[config.mk]
export PLATFORM = sky130hd
export DESIGN_NAME = fetch_queue
export DESIGN_NICKNAME = d
export VERILOG_FILES = /design/src/rtl/fetch_queue_pkg.sv /design/src/rtl/fetch_queue_fifo.sv /design/src/rtl/fetch_queue.sv
export SDC_FILE = /design/constraint.sdc
export NUM_CORES = 1
export LEC_CHECK = 0
export CORE_ASPECT_RATIO = 0.75
export CORE_MARGIN = 2
export CORE_UTILIZATION = 33
export DETAILED_ROUTE_END_ITERATION = 10
export PLACE_DENSITY = 0.47
export SLEW_MARGIN = 25
export SYNTH_ARGS = -nofsm -noshare
export SYNTH_HDL_FRONTEND = slang
export SYNTH_HIERARCHICAL = 1
export SYNTH_SLANG_ARGS = --single-unit
[constraint.sdc]
create_clock -name clk -period 4.78 [get_ports clk]
set_input_delay 0.956 -clock clk [delete_from_list [all_inputs] [get_ports clk]]
set_output_delay 0.956 -clock clk [all_outputs]
set_load 0.02 [all_outputs]
[src/rtl/fetch_queue_pkg.sv]
// rtl/fetch_queue_pkg.sv - shared fetch definitions (def_params: sizes, exception codes, FSM encodings)
`ifndef FETCH_QUEUE_DEF_PARAMS
`define FETCH_QUEUE_DEF_PARAMS
`define ADDR_SIZE 32
`define INSTR_SIZE 32
`define EX_WIDTH 3
`define EX_INSTR_ADDR_MISALIGN 4'd0
`endif

package fetch_queue_pkg;

    localparam int DEF_ADDR_W  = `ADDR_SIZE;
    localparam int DEF_INSTR_W = `INSTR_SIZE;
    localparam int EX_W        = `EX_WIDTH + 1;

    localparam logic [EX_W-1:0] EX_MISALIGN = `EX_INSTR_ADDR_MISALIGN;

    typedef enum logic {
        FQ_IDLE = 1'b0,
        FQ_REQ  = 1'b1
    } fq_state_t;

endpackage

[src/rtl/fetch_queue_fifo.sv]
// rtl/fetch_queue_fifo.sv - fetch_fifo: DEPTH-entry queue with a registered head entry
module fetch_fifo #(
    parameter int DEPTH = 4,
    parameter int WIDTH = 8
) (
    input  logic                     clk,
    input  logic                     reset,
    input  logic                     push,
    input  logic [WIDTH-1:0]         push_data,
    input  logic                     pop,
    input  logic                     clear,
    output logic [WIDTH-1:0]         head,
    output logic [$clog2(DEPTH):0]   count,
    output logic                     full,
    output logic                     empty
);

    localparam int PW = $clog2(DEPTH);
    localparam logic [PW:0]   CNT_ONE  = (PW+1)'(1);
    localparam logic [PW:0]   CNT_FULL = (PW+1)'(DEPTH);
    localparam logic [PW-1:0] PTR_ONE  = PW'(1);

    logic [WIDTH-1:0] mem [DEPTH];
    logic [PW-1:0]    rd_ptr;
    logic [PW-1:0]    wr_ptr;
    logic [PW-1:0]    rd_next;
    logic             do_push;
    logic             do_pop;
    logic [WIDTH-1:0] head_next;

    assign empty   = (count == '0);
    assign full    = (count == CNT_FULL);
    assign rd_next = rd_ptr + PTR_ONE;
    assign do_pop  = pop && !empty;
    assign do_push = push && (!full || do_pop);

    // The head register always mirrors the entry that will be oldest after this edge.
    always_comb begin
        head_next = head;
        if (do_pop) begin
            if (count > CNT_ONE) begin
                head_next = mem[rd_next];
            end else if (do_push) begin
                head_next = push_data;
            end
        end else if (empty && do_push) begin
            head_next = push_data;
        end
    end

    always_ff @(posedge clk) begin
        if (do_push) begin
            mem[wr_ptr] <= push_data;
        end
    end

    always_ff @(posedge clk) begin
        if (reset || clear) begin
            rd_ptr <= '0;
            wr_ptr <= '0;
            count  <= '0;
            head   <= '0;
        end else begin
            if (do_push) begin
                wr_ptr <= wr_ptr + PTR_ONE;
            end
            if (do_pop) begin
                rd_ptr <= rd_next;
            end
            case ({do_push, do_pop})
                2'b10:   count <= count + CNT_ONE;
                2'b01:   count <= count - CNT_ONE;
                default: count <= count;
            endcase
            head <= head_next;
        end
    end

endmodule

[src/rtl/fetch_queue.sv]
// rtl/fetch_queue.sv - fetch_queue top: request FSM, fetch PC, halt/flush; FETCH_STATS_EN adds counters
module fetch_queue
    import fetch_queue_pkg::*;
#(
    parameter int                ADDR_W   = DEF_ADDR_W,
    parameter int                INSTR_W  = DEF_INSTR_W,
    parameter int                DEPTH    = 4,
    parameter logic [ADDR_W-1:0] RESET_PC = '0
) (
    input  logic               clk,
    input  logic               reset,
    output logic [ADDR_W-1:0]  mem_rd_addr,
    output logic               mem_rd_enable,
    input  logic [INSTR_W-1:0] mem_rd_data,
    input  logic               mem_rd_ready,
    output logic [INSTR_W-1:0] instr,
    output logic [ADDR_W-1:0]  PC,
    output logic [EX_W-1:0]    exception,
    output logic               exception_valid,
    output logic               pipeline_valid,
    input  logic               stall,
    input  logic               flush,
    input  logic [ADDR_W-1:0]  flush_addr
`ifdef FETCH_STATS_EN
    ,
    output logic [31:0]        stat_fetched,
    output logic [31:0]        stat_starved
`endif
);

    localparam int PW    = $clog2(DEPTH);
    localparam int ENT_W = ADDR_W + INSTR_W + EX_W + 1;
    localparam logic [PW:0]       CNT_LAST = (PW+1)'(DEPTH - 1);
    localparam logic [ADDR_W-1:0] PC_STEP  = ADDR_W'(4);

    fq_state_t          state;
    fq_state_t          state_next;
    logic [ADDR_W-1:0]  fetch_pc;
    logic               fetch_halted;
    logic [PW:0]        occ;
    logic               fifo_full;
    logic               fifo_empty;
    logic               can_issue;
    logic               pc_misaligned;
    logic               pop_now;
    logic               accept;
    logic               misalign_push;
    logic               push;
    logic [ENT_W-1:0]   push_data;
    logic [ENT_W-1:0]   head;

    assign can_issue     = !fifo_full && !flush && !fetch_halted;
    assign pc_misaligned = (fetch_pc[1:0] != 2'b00);
    assign pipeline_valid = !fifo_empty;
    assign pop_now       = pipeline_valid && !stall;
    assign mem_rd_addr   = fetch_pc;

    always_ff @(posedge clk) begin
        if (reset) begin
            state <= FQ_IDLE;
        end else begin
            state <= state_next;
        end
    end

    // Leaving REQ only when this response takes the last free slot.
    always_comb begin
        state_next = state;
        case (state)
            FQ_IDLE: if (can_issue && !pc_misaligned) state_next = FQ_REQ;
            FQ_REQ:  if (mem_rd_ready && !pop_now && occ == CNT_LAST) state_next = FQ_IDLE;
            default: state_next = FQ_IDLE;
        endcase
        if (flush) begin
            state_next = FQ_IDLE;
        end
    end

    always_comb begin
        mem_rd_enable = (state == FQ_REQ);
        accept        = 1'b0;
        misalign_push = 1'b0;
        if (!flush) begin
            accept        = (state == FQ_REQ) && mem_rd_ready;
            misalign_push = (state == FQ_IDLE) && can_issue && pc_misaligned;
        end
        push = accept || misalign_push;
        if (accept) begin
            push_data = {fetch_pc, mem_rd_data, {EX_W{1'b0}}, 1'b0};
        end else begin
            push_data = {fetch_pc, {INSTR_W{1'b0}}, EX_MISALIGN, 1'b1};
        end
    end

    always_ff @(posedge clk) begin
        if (reset) begin
            fetch_pc     <= RESET_PC;
            fetch_halted <= 1'b0;
        end else if (flush) begin
            fetch_pc     <= flush_addr;
            fetch_halted <= 1'b0;
        end else begin
            if (accept) begin
                fetch_pc <= fetch_pc + PC_STEP;
            end
            if (misalign_push) begin
                fetch_halted <= 1'b1;
            end
        end
    end

    fetch_fifo #(
        .DEPTH (DEPTH),
        .WIDTH (ENT_W)
    ) u_fifo (
        .clk       (clk),
        .reset     (reset),
        .push      (push),
        .push_data (push_data),
        .pop       (pop_now),
        .clear     (flush),
        .head      (head),
        .count     (occ),
        .full      (fifo_full),
        .empty     (fifo_empty)
    );

    assign {PC, instr, exception, exception_valid} = head;

`ifdef FETCH_STATS_EN
    always_ff @(posedge clk) begin
        if (reset) begin
            stat_fetched <= '0;
            stat_starved <= '0;
        end else begin
            if (accept) begin
                stat_fetched <= stat_fetched + 32'd1;
            end
            if (!pipeline_valid) begin
                stat_starved <= stat_starved + 32'd1;
            end
        end
    end
`endif

endmodule

==> metrics.md <==
| Metric | Value |
|---|---|
| Yosys warning total | 6 |
| Hold WS | 0.487 ns |
| CP Cell Sequence | inv_1 > ha_1 > nand2b_4 > inv_2 > nor2_1 > clkinv_2 > a21boi_4 > buf_4 > nand2_1 > a311oi_2 |
| CP top delay family | buffers and inverters |
| Area occupied by multi-input gates | 0.00501 mm^2 |
| First-pass GRT wire length | 66800 um |
| Clock Pin Slew Worst Setup and Hold Paths | 0.07 ns |
| Setup-failing EPs final | 0 |
| Clk buf depth | 3 |
| Crit Path Max Fanout | 42 |
| CP endpoint | u_fifo/head[66]$_SDFFE_PP0P_ |
| Worst Setup SP | u_fifo/count[0]$_SDFFE_PP0P_ |
| H-tree depth | 2 |
| Setup TNS | 0 ns |
| CTS tree | done |
| Worst clock skew | 0.0156 ns |
| HP Class | flip-flop to flip-flop |
| Area Growth Syn to Fin | 22.7% |
| Asr flop ratio synth | 0 |
| Antenna Cells | 0 |
| Die height | 195 um |
| Worst vdd ir | 292 uV |
| Post-synth cell types | 58 |
| Num CTS Buffers | 42 |
| Vias after detailed routing | 10200 |
| Reg2Reg Setup Slack | 1.19 ns |
| Placed cell area | 0.0184 mm^2 |
| Final number of max-transition violations | 0 |
| Worst Path Buf+Inv | 4 |
| DRC violations left | 0 |
| Final period util | 0.751 |
| Max incr delay on CP | 0.64 ns |
| Post-synth EDFFs | 276 |
| Unrepaired setup endpoints after global routing | no |
| CTS sink cnt | 386 |
| Rows | 70 |
| CP Class | flip-flop to flip-flop |
| Routed len/inst | 22.4 um |
| Final critical-path required period | 3.59 ns |
| Leak Pwr | 0.00615 uW |
| DPL Wire Length | 26000 um |
| GRT Util Overall | 0.173 |
| Average size of a mapped cell | 14.2 um^2 |
| Vias in the first global route | 10400 |
| Vias/cell | 5.19 |
| Clock root buffer | clkbuf_16 |
| CORE AREA | 0.0485 mm^2 |
| GRT overflow | 0 |
| Initial drt markers | 700 |
| Largest net degree at the start of global routing | 70 |
| Die area | 0.0506 mm^2 |
| Pwr Density | 370 mW/mm^2 |
| Synth Instances | 1137 |
| Worst-margin pin slew | 1.01 ns |
| Initial Util | 0.332 |
| Critical Path Sink Type | flip-flop |
| #FFs+latches synth | 386 |
| Share of cells above drive strength 1 | 0.144 |
| Nets@finish | 1359 |
| Depth of the most critical reg-to-reg path | 10 |
| Post-CTS setup buffers | 0 |
| Drt total wl | 44000 um |
| Port bufs | 171 |
| I/O Pins | 172 |
| Seq/Total Area, Yosys | 0.651 |
| Dominant synthesized flop cell | edfxtp_1 |
| Routability congestion estimate | 0.734 |
| Hold Violations, Final | 0 |
| Cts repair resizes | 0 |
| Worst reg2reg endpoint | u_fifo/head[66]$_SDFFE_PP0P_ |
| Antenna-violating nets left | 0 |
| Filler cells | 4529 |
| DR pass1 iterations | 5 |
| Hold_buf cts | 0 |
| Crit path launch type | flip-flop |
| Post-Syn Area | 0.0161 mm^2 |
| Worst path depth | 10 |
| Fmax | 278 MHz |
| Rel. slew slack | 0.326 |
| Worst endpoint required time | 5.24 ns |
| Post-route cell area | 0.0198 mm^2 |
| Slowest CP cell | nor2_1 |
| RR Startpoint | u_fifo/count[0]$_SDFFE_PP0P_ |
| Die W | 259 um |
| Initial antenna violation count | 0 |
| Max cap viols | 0 |
| Register Area | 0.0105 mm^2 |
| Clock Latency Late Sink | 0.55 ns |
| Arrival time at the worst endpoint | 4.05 ns |
| Status | complete, no violations |
==> final cells by class <==
class	count	area share
tap	648	0.0410
multi-input combinational	639	0.253
timing repair buffer	196	0.102
clock buffer	62	0.0637
inverter	16	0.00310
clock inverter	16	0.00671
sequential	386	0.531
==> worst min path at each step <==
stage,start,depth (start not counted),end
final,u_fifo/head[13]$_SDFFE_PP0P_,2,u_fifo/head[13]$_SDFFE_PP0P_
after global routing,u_fifo/head[44]$_SDFFE_PP0P_,2,u_fifo/head[44]$_SDFFE_PP0P_
after CTS,u_fifo/head[28]$_SDFFE_PP0P_,2,u_fifo/head[28]$_SDFFE_PP0P_
after detailed placement,fetch_halted$_SDFFE_PP0P_,2,fetch_halted$_SDFFE_PP0P_
after global placement,u_fifo/head[28]$_SDFFE_PP0P_,2,u_fifo/head[28]$_SDFFE_PP0P_
after floorplan,fetch_halted$_SDFFE_PP0P_,2,fetch_halted$_SDFFE_PP0P_
==> sequential cells by signal, summed over array words and instances (netlist names) <==
signal	count
u_fifo/wr_ptr	2
u_fifo/rd_ptr	2
u_fifo/mem	276
mem_rd_addr	32
mem_rd_enable	1
u_fifo/head	69
u_fifo/count	3
fetch_halted	1
==> cells in the final DEF (no fill, tap or decap), types with 35 or more instances in the layout <==
cell,count
a311oi_1,73
and2_1,35
mux4_2,69
dfxtp_1,108
nand2_1,156
clkbuf_16,45
nor2_1,37
edfxtp_1,276
clkdlybuf4s50_1,170
nor3_1,77
==> through the flow <==
step                total power [uW]   util  worst slack [ns]  instances
floorplan                       3950      -             0.613       1156
global placement                4130  0.377             0.652       1882
detailed placement              4140  0.378             0.698       1884
CTS                             7430  0.407              1.17       1962
global route                    7580  0.408             0.887       1963
finish                          7320  0.408              1.19       1963
==> cells in the mapped netlist (2+ instances only) <==
cell type	instances	area (um^2)
nand4_1	12	75.1
and3_1	9	56.3
nor4_1	7	43.8
inv_1	14	52.6
edfxtp_1	276	8290
mux4_2	69	1550
nand3_1	17	85.1
and4_1	4	35.0
o31ai_1	8	60.1
or4_1	9	67.6
xor2_1	7	61.3
o21ai_0	6	30.0
a311oi_1	73	639
buf_1	6	22.5
inv_2	2	7.51
xnor2_1	7	61.3
dfxtp_1	110	2200
ha_1	9	113
nand2b_1	2	12.5
buf_2	28	140
nor2_1	37	139
buf_4	43	323
and2_1	35	219
a311oi_2	10	150
nand2_1	156	586
a2111oi_0	2	17.5
clkbuf_1	33	124
or2_2	2	12.5
nor3_1	77	385
buf_6	5	56.3
nand3b_1	5	37.5
mux2i_1	2	20.0
or3_1	8	50.1
a21oi_1	8	40.0
a211oi_1	16	120
==> where the power goes <==
part	internal, uW	switching [uW]	leakage (uW)
logic	147	216	0.00191
clock network	1940	1320	0.000687
registers	3630	72.6	0.00355
==> routing by layer <==
layer  share of wire  track usage
met1            0.48        0.254
met2            0.45        0.268
met4           0.016       0.0413
met5               0            0
met3           0.047       0.0291
==> tightest hold or removal path: cells and delay by family (launching register included) <==
kind	cells	cell delay [ns]
AO/OA/AOI/OAI	1	0.07
flip-flops	1	0.31
AND/OR/NAND/NOR	1	0.05
==> logic make-up (layout without fill, tap and decap cells) <==
kind of cell,Yosys count,count (layout),share of synthesized area
DFF,386,386,0.651
xor gates and xnor gates,14,14,0.00761
AOI/OAI and AO/OA,134,134,0.0725
other,1,20,0.000233
and+or+nand+nor,391,391,0.119
buffers and inverters,131,290,0.0450
muxes,71,71,0.0977
adders and majority gates,9,9,0.00699
Note: power is estimated with default switching activity, not from simulation.
